--- src/rtl/m72_pkg.sv ---
// Shared types for the memory-map decoder: region table entry, FSM states,
// the match helper and the per-board decode tables.
package m72_pkg;

  localparam int unsigned CFG_ADDR_W = 20;
  localparam int unsigned CFG_SDR_W  = 24;

  typedef struct packed {
    logic                  valid;
    logic [CFG_ADDR_W-1:0] match;
    logic [CFG_ADDR_W-1:0] care;
    logic [CFG_SDR_W-1:0]  sdr_base;
    logic                  writable;
  } region_cfg_t;

  typedef enum logic [1:0] {
    IDLE,
    DECODE,
    REQ,
    DONE
  } dec_state_t;

  function automatic logic region_hit(input region_cfg_t c, input logic [CFG_ADDR_W-1:0] a);
    return c.valid && (((a ^ c.match) & c.care) == '0);
  endfunction

  localparam int unsigned BOARD_ENTRIES = 3;

  // Board tables, written into the decoder one entry per cfg_we strobe.
  localparam region_cfg_t RTYPE_MAP [BOARD_ENTRIES] = '{
    '{1'b1, 20'h00000, 20'hC0000, 24'h000000, 1'b0},
    '{1'b1, 20'h40000, 20'hF0000, 24'h080000, 1'b1},
    '{1'b1, 20'hA0000, 20'hF0000, 24'h0A0000, 1'b1}
  };
  localparam region_cfg_t GALLOP_MAP [BOARD_ENTRIES] = '{
    '{1'b1, 20'h00000, 20'h80000, 24'h000000, 1'b0},
    '{1'b1, 20'h80000, 20'hE0000, 24'h100000, 1'b1},
    '{1'b1, 20'hB0000, 20'hF0000, 24'h110000, 1'b1}
  };
  localparam region_cfg_t DBREED_MAP [BOARD_ENTRIES] = '{
    '{1'b1, 20'h00000, 20'hC0000, 24'h000000, 1'b0},
    '{1'b1, 20'h80000, 20'hF8000, 24'h040000, 1'b1},
    '{1'b1, 20'hE0000, 20'hE0000, 24'h200000, 1'b1}
  };

endpackage

--- src/rtl/mem_map_decoder_region_match.sv ---
// Combinational region matcher: the lowest-index hitting entry wins.
module region_match
  import m72_pkg::*;
#(
  parameter int unsigned NUM_REGIONS = 8
) (
  input  region_cfg_t                      regions [NUM_REGIONS],
  input  logic [CFG_ADDR_W-1:0]            addr,
  output logic                             hit,
  output logic [$clog2(NUM_REGIONS)-1:0]   idx,
  output logic                             writable,
  output logic [CFG_ADDR_W-1:0]            care,
  output logic [CFG_SDR_W-1:0]             sdr_base
);

  localparam int unsigned IDX_W = $clog2(NUM_REGIONS);

  always_comb begin
    hit      = 1'b0;
    idx      = '0;
    writable = 1'b0;
    care     = '0;
    sdr_base = '0;
    for (int unsigned i = 0; i < NUM_REGIONS; i++) begin
      if (!hit && region_hit(regions[i], addr)) begin
        hit      = 1'b1;
        idx      = IDX_W'(i);
        writable = regions[i].writable;
        care     = regions[i].care;
        sdr_base = regions[i].sdr_base;
      end
    end
  end

endmodule

--- src/rtl/mem_map_decoder.sv ---
// CPU-to-SDRAM memory-map decoder: programmable window table, single
// outstanding access FSM with ack timeout and sticky error flag.
module mem_map_decoder
  import m72_pkg::*;
#(
  parameter int unsigned NUM_REGIONS = 8,
  parameter int unsigned ADDR_W      = 20,
  parameter int unsigned SDR_W       = 24,
  parameter int unsigned TIMEOUT     = 255
) (
  input  logic                           clk,
  input  logic                           reset_n,
  input  logic                           cfg_we,
  input  logic [$clog2(NUM_REGIONS)-1:0] cfg_idx,
  input  logic                           cfg_valid,
  input  logic [ADDR_W-1:0]              cfg_match,
  input  logic [ADDR_W-1:0]              cfg_care,
  input  logic [SDR_W-1:0]               cfg_sdr_base,
  input  logic                           cfg_writable,
  input  logic                           cpu_req,
  input  logic                           cpu_m_io,
  input  logic [ADDR_W-1:0]              cpu_addr,
  input  logic                           cpu_we,
  output logic                           cpu_ready,
  output logic                           cpu_hit,
  output logic [$clog2(NUM_REGIONS)-1:0] cpu_region,
  output logic                           sdr_req,
  output logic [SDR_W-1:0]               sdr_addr,
  output logic                           sdr_we,
  input  logic                           sdr_ack,
  output logic                           err,
  input  logic                           err_clr
);

  localparam int unsigned IDX_W = $clog2(NUM_REGIONS);
  localparam int unsigned CNT_W = $clog2(TIMEOUT + 1);

  region_cfg_t             regions [NUM_REGIONS];
  dec_state_t              state, state_n;
  logic [ADDR_W-1:0]       addr_q;
  logic                    we_q;
  logic [CNT_W-1:0]        cnt;
  logic                    timeout;

  logic                    m_hit;
  logic [IDX_W-1:0]        m_idx;
  logic                    m_writable;
  logic [CFG_ADDR_W-1:0]   m_care;
  logic [CFG_SDR_W-1:0]    m_sdr_base;
  logic [ADDR_W-1:0]       word_off;

  always_ff @(posedge clk or negedge reset_n) begin
    if (!reset_n) begin
      for (int unsigned i = 0; i < NUM_REGIONS; i++) regions[i] <= '0;
    end else if (cfg_we) begin
      regions[cfg_idx] <= '{valid:    cfg_valid,
                            match:    CFG_ADDR_W'(cfg_match),
                            care:     CFG_ADDR_W'(cfg_care),
                            sdr_base: CFG_SDR_W'(cfg_sdr_base),
                            writable: cfg_writable};
    end
  end

  region_match #(.NUM_REGIONS(NUM_REGIONS)) u_match (
    .regions  (regions),
    .addr     (CFG_ADDR_W'(addr_q)),
    .hit      (m_hit),
    .idx      (m_idx),
    .writable (m_writable),
    .care     (m_care),
    .sdr_base (m_sdr_base)
  );

  // Byte address bits outside the care mask become the SDRAM word offset.
  assign word_off = (addr_q & ~ADDR_W'(m_care)) >> 1;

  always_comb begin
    state_n = state;
    timeout = 1'b0;
    case (state)
      IDLE:   if (cpu_req && cpu_m_io) state_n = DECODE;
      DECODE: state_n = (m_hit && (!we_q || m_writable)) ? REQ : DONE;
      REQ: begin
        if (sdr_ack) begin
          state_n = DONE;
        end else if (cnt == CNT_W'(TIMEOUT - 1)) begin
          timeout = 1'b1;
          state_n = DONE;
        end
      end
      DONE:   state_n = IDLE;
      default: state_n = IDLE;
    endcase
  end

  always_ff @(posedge clk or negedge reset_n) begin
    if (!reset_n) begin
      state      <= IDLE;
      addr_q     <= '0;
      we_q       <= 1'b0;
      cnt        <= '0;
      err        <= 1'b0;
      cpu_hit    <= 1'b0;
      cpu_region <= '0;
      sdr_addr   <= '0;
      sdr_we     <= 1'b0;
    end else begin
      state <= state_n;
      if (state == IDLE && cpu_req && cpu_m_io) begin
        addr_q <= cpu_addr;
        we_q   <= cpu_we;
      end
      if (state == DECODE) begin
        cpu_hit    <= m_hit;
        cpu_region <= m_idx;
        sdr_addr   <= SDR_W'(m_sdr_base) | SDR_W'(word_off);
        sdr_we     <= we_q;
        cnt        <= '0;
      end
      if (state == REQ && !sdr_ack && !timeout) cnt <= cnt + 1'b1;
      if (timeout)      err <= 1'b1;
      else if (err_clr) err <= 1'b0;
    end
  end

  // Both derive from state so an async reset drops them immediately.
  assign sdr_req   = (state == REQ);
  assign cpu_ready = (state == DONE);

endmodule

--- config.mk ---
export PLATFORM = sky130hd
export DESIGN_NAME = mem_map_decoder
export DESIGN_NICKNAME = d
export VERILOG_FILES = /design/src/rtl/m72_pkg.sv /design/src/rtl/mem_map_decoder_region_match.sv /design/src/rtl/mem_map_decoder.sv
export SDC_FILE = /design/constraint.sdc
export NUM_CORES = 1
export LEC_CHECK = 0
export CAP_MARGIN = 0
export CORE_UTILIZATION = 61
export DETAILED_ROUTE_END_ITERATION = 12
export PLACE_DENSITY = 0.8
export SYNTH_ARGS = -nofsm -noshare
export SYNTH_HDL_FRONTEND = slang
export SYNTH_SLANG_ARGS = --single-unit
--- constraint.sdc ---
create_clock -name clk -period 3.9 [get_ports clk]
set_input_delay 0.585 -clock clk [delete_from_list [all_inputs] [get_ports clk]]
set_output_delay 0.585 -clock clk [all_outputs]
set_load 0.005 [all_outputs]
## Word level (Yosys, flattened, before mapping)

Cells that the tools add are included.

| storage, ports and cells | value |
|---|---|
| register bits | 589 |
| output and inout port bits | 32 |

| cells by class | value |
|---|---|
| add/subtract/negate cells | 1 |
| $lt $le $gt $ge | 2 |
| equality and inequality tests | 6 |
| muxes and demuxes | 54 |
| bitwise logic cells | 20 |
| reductions and logical operators | 45 |

Operators with widths:

| cell | count |
|---|---|
| $bwmux 528 | 1 |
| $demux 66 s3 | 1 |
| $mux 24 | 8 |
| $and 20x20->20 | 9 |
| $logic_not 20->1 | 8 |
| $mux 20 | 8 |
| $xor 20x20->20 | 8 |
| $mux 66 | 1 |
| $or 24x19->24 | 1 |
| $mux 1 | 23 |
| $logic_and 1x1->1 | 22 |
| $not 20->20 | 1 |
| $mux 8 | 2 |
| $mux 3 | 4 |
| $logic_not 1->1 | 10 |
| $mux 2 | 5 |
| $add 8x1->8 const B | 1 |
| $eq 8x8->1 const B | 1 |
| $pmux 2 s4 | 1 |
| $eq 2x2->1 const B | 2 |
| $ge 4x4->1 const B | 1 |
| $lt 4x1->1 const B | 1 |
| $not 3->4 | 1 |
| $reduce_bool 2->1 | 2 |
| other kinds (6) | 6 |

## Longest topological paths before layout

| logic depth | value |
|---|---|
| word-level depth | 30 |
| depth in mapped cells | 14 |
| mapped depth without buffers | 10 |

## Cells and area by module

A second synthesis with hierarchy kept.

| unflattened totals | value |
|---|---|
| cells, all modules | 2178 |
| area total of the unflattened synthesis | 27475.1 um^2 |

By module, submodules not included:

| module | instances | cells an instance | area each (um^2) | sequential area each (um^2) |
|---|---|---|---|---|
| mem_map_decoder | 1 | 1357 | 22193.8 | 14739.1 |
| region_match | 1 | 821 | 5281.3 | 0.0 |

## Least setup slack after synthesis

Ideal clock, no wire load.

| timing path | value |
|---|---|
| path type | register -> register |
| from | register addr_q[19] |
| to | register sdr_addr[9] |
| library setup time | 0.126 ns |
| arrival | 2.700 ns |
| data required time | 3.774 ns |
| slack | 1.074 ns |
| cell stages (with the launch flop) | 11 |
| period minus slack after synthesis | 2.826 ns |
| cells stage by stage | dfrtp_1 -> xor2_1 -> a222oi_1 -> nand3_1 -> or3_1 -> buf_2 -> nor4b_2 -> and2_1 -> buf_2 -> or4_1 -> a221o_1 |

| between the ends | value |
|---|---|
| cells in the longest elaborated chain, start to end | 29 |
| elaborated cells between the ends (all ways) | 72 |
| classes of those cells | 23 x mux; 19 x bitwise; 30 x reduce/logical |

Ends and longest elaborated chain:

| item | RTL line | RTL |
|---|---|---|
| from (decl) | mem_map_decoder.sv:40 | `logic [ADDR_W-1:0] addr_q;` |
| from (signal assigned) | mem_map_decoder.sv:110 | `addr_q <= cpu_addr;` |
| $xor 20x20->20 | m72_pkg.sv:24 | `return c.valid && (((a ^ c.match) & c.care) == '0);` |
| $and 20x20->20 | m72_pkg.sv:24 |  |
| $logic_not 20->1 | m72_pkg.sv:24 |  |
| $logic_and 1x1->1 | m72_pkg.sv:24 |  |
| $mux 1 | mem_map_decoder_region_match.sv:25 | `if (!hit && region_hit(regions[i], addr)) begin` |
| $logic_not 1->1 | mem_map_decoder_region_match.sv:25 |  |
| $logic_and 1x1->1 | mem_map_decoder_region_match.sv:25 |  |
| $mux 1 | mem_map_decoder_region_match.sv:25 |  |
| (+13 left out) | n/a |  |
| $logic_and 1x1->1 | mem_map_decoder_region_match.sv:25 |  |
| $mux 1 | mem_map_decoder_region_match.sv:25 |  |
| $logic_not 1->1 | mem_map_decoder_region_match.sv:25 |  |
| $logic_and 1x1->1 | mem_map_decoder_region_match.sv:25 |  |
| $mux 20 | mem_map_decoder_region_match.sv:25 |  |
| $not 20->20 | mem_map_decoder.sv:75 | `assign word_off = (addr_q & ~ADDR_W'(m_care)) >> 1;` |
| $and 20x20->20 | mem_map_decoder.sv:75 |  |
| $or 24x19->24 (*) | mem_map_decoder.sv:116 | `sdr_addr <= SDR_W'(m_sdr_base) \| SDR_W'(word_off);` |
| to (signal assigned) | mem_map_decoder.sv:116 |  |
| to (decl) | mem_map_decoder.sv:28 | `output logic [SDR_W-1:0] sdr_addr,` |

Mark *: on every way between the ends. The rest lies on a longest branch, timed or not.
A chain may end at the register's enable or synchronous reset.

## Worst setup path after layout

| timing path | value |
|---|---|
| from | register addr_q[0] |
| to | register sdr_addr[17] |

Same word-level chain as after synthesis.

==> results_dict.tcl <==
set metrics [dict create \
    status "completed" \
    maxSlewViolCount 0 \
    cts.sinks 589 \
    cts_tree "done" \
    post_dp_cell_area_mm2 0.0297 \
    postCtsHoldBufs 0 \
    fillers 3032 \
    num-nets-final 2429 \
    postRouteWirelength_um 85200 \
    critPathRequiredTime_ns 4.45 \
    total_power_mw 21.4 \
    cts-buffers-inserted 60 \
    track_usage 0.381 \
    finalCritPeriodShare 0.947 \
    netlist_top_cells_count "dfrtp_1, mux2_2, xor2_1, nand2_1, a21oi_1" \
    first_pass_iters 6 \
    syn-num-nets 2283 \
    clk_latency_ns 0.64 \
    syn_avg_cell_area_um2 12.5 \
    start_util 0.617 \
    ant_nets 0 \
    ys_ff_latch 589 \
    peakVddDrop_v 0.000418 \
    grt_pass1_wl_um 127000 \
    hold_slack_ns 0.0525 \
    fmax_ghz 0.271 \
    io_pins 129 \
    crit_fanout 10 \
    synth_edf_count 0 \
    design.core.area_mm2 0.0442 \
    worst_pin_slew_ns 1.01 \
    die_area_mm2 0.0456 \
    async_flop_share 1.00 \
    synth.area.top_cells "dfrtp_1, mux2_2, xor2_1" \
    gp_congestion 1.04 \
    final_hold_viol_count 0 \
    power_density_mw_per_mm2 673 \
    worst_setup_path_start_kind "flop" \
    routed_via_density 6.66 \
    max_slew_margin 0.329 \
    final_cell_area_mm2 0.0318 \
    h-tree-depth 2 \
    maxCapViolCount 0 \
    dp_hpwl_um 57200 \
    setup_slack_ns 0.206 \
    fin_cells 2965 \
    synth_flop_cell "dfrtp_1" \
    dp_cells 2853 \
    fin_util 0.718 \
    clk_path_buf_depth 3 \
    hp-class "input port to asynchronous set/reset pin" \
    syn_area_mm2 0.0273 \
    drc 0 \
    seq_area_frac_synth 0.540 \
    layout-drive-gt1-share 0.321 \
    yosysMostFrequentCell "dfrtp_1" \
    drtIter0Drc 2296 \
    root_buffer "clkbuf_16" \
    rrSetupSlack_ns 0.21 \
    synthDominantCellAreaShare 0.540 \
    p_leak_nw 13.7 \
    cp-end-kind "flop" \
    grt-ovfl-total 0 \
    grt_max_degree 110 \
    skew_ns 0.0271 \
    netlist_instances 2179 \
    io_buffers 128 \
    grt_pass1_vias 20200 \
    yosys.area.top_type "dfrtp_1" \
    crit_type "flop to flop" \
    rsz0062_at_grt "no" \
    antenna_found_initial 4 \
    clk_pin_slew_ns 0.06 \
    setup_viol 0 \
    syn_to_final_growth_pct 16.3 \
    tns_ns 0 \
    rows 77 \
    die_h_um 214 \
    via_count 19800 \
    yosys.cell_types.count 61 \
    fin_crit_ns 3.69 \
    post-place-ws_ns 0.115 \
    cp_data_arrival_time_ns 4.24 \
    wl_per_cell_um 28.8 \
    yosysWarnings 0 \
    die_x_um 214 \
]
-- kinds of logic (layout without fill, tap and decap cells) --
| kind of cell | after synthesis | count (layout) | share of synthesized area |
|---|---|---|---|
| AO/OA/AOI/OAI | 356 | 356 | 0.0861 |
| XOR/XNOR | 162 | 162 | 0.0520 |
| adder cells (fa/ha/maj) | 7 | 7 | 0.00321 |
| buffers and inverters | 172 | 363 | 0.0270 |
| flip-flops | 589 | 589 | 0.540 |
| multiplexers | 561 | 561 | 0.231 |
| other | 0 | 3 | 0 |
| AND/OR/NAND/NOR | 332 | 332 | 0.0606 |
-- registers in the layout, summed over array words and instances (netlist names) --
name,count
we_q,1
err,1
sdr_we,1
state,2
cpu_region,3
addr_q,20
sdr_addr,24
cpu_hit,1
cnt,8
regions,528
-- cell usage in the layout (no fill, tap or decap), types with 8 or more instances in the layout --
master / netlist / routed
mux2_2: 557 / 557
buf_4: 11 / 69
clkbuf_8: 0 / 9
a31oi_1: 28 / 28
o21ai_0: 69 / 69
bufinv_16: 0 / 8
a221oi_1: 17 / 17
clkbuf_16: 0 / 62
clkdlybuf4s50_1: 0 / 127
xor2_1: 159 / 159
nor2b_1: 22 / 22
nand4_1: 21 / 21
clkinv_2: 0 / 13
buf_12: 0 / 19
a221o_1: 10 / 10
o211ai_1: 17 / 17
a22oi_1: 72 / 72
clkbuf_1: 77 / 10
inv_1: 39 / 39
nand3_1: 57 / 57
nor3_1: 33 / 29
dfrtp_1: 589 / 589
a222oi_1: 8 / 8
a21oi_1: 81 / 81
nor2_1: 68 / 68
nand2_1: 89 / 89
a211oi_1: 12 / 12
-- what timing repair did --
action / CTS / global route
setup endpoints to repair: 0 / 7
gates resized for setup: 0 / 1
setup buffers: 0 / 2
-- per-layer routing --
| metal | part of all wire | vias to the layer above | track usage |
|---|---|---|---|
| met1 | 0.40 | 10300 | 0.507 |
| met5 | 0.00030 | - | 0 |
| met4 | 0.050 | 2 | 0.195 |
| met2 | 0.47 | 1058 | 0.598 |
| li1 | - | 8174 | - |
| met3 | 0.085 | 250 | 0.0756 |
-- worst paths after layout --
| kind | from | to | cells past startpoint |
|---|---|---|---|
| min in group clk | cpu_region[0] | cpu_region[0] | 1 |
| setup / recovery | addr_q[0] | sdr_addr[17] | 11 |
| hold / removal | reset_n | cnt[7] | 1 |
| setup reg to reg | addr_q[0] | sdr_addr[17] | 11 |
| hold reg to reg | cpu_region[0] | cpu_region[0] | 1 |
| max in group asynchronous | reset_n | regions[119] | 2 |
-- area by class of cell --
cell class                 count  area (µm²)  area share
sequential                   589       14700       0.464
multi-input combinational   1418       11900       0.374
timing repair buffer         216        2180      0.0688
clock buffer                  81        1710      0.0539
tap                          592         741      0.0233
clock inverter                26         354      0.0112
inverter                      40         150     0.00473
antenna                        3        7.51    0.000236
-- critical path, cell delays in order, from the launching register on --
cell      delay, ns
dfrtp_1        0.63
xor2_1         0.20
a222oi_1       0.43
nand3_1        0.20
nor3_4         0.52
or3_1          0.30
nor2_2         0.15
buf_4          0.19
a211oi_1       0.45
o211ai_1       0.18
buf_4          0.19
a31oi_1        0.18
-- power breakdown --
| part | internal [mW] | leakage (nW) | switching (mW) |
|---|---|---|---|
| clock | 3.59 | 1.02 | 2.45 |
| sequential | 7.60 | 7.09 | 1.51 |
| combinational | 2.87 | 5.54 | 3.33 |
Note: power is estimated with default switching activity, not from simulation.
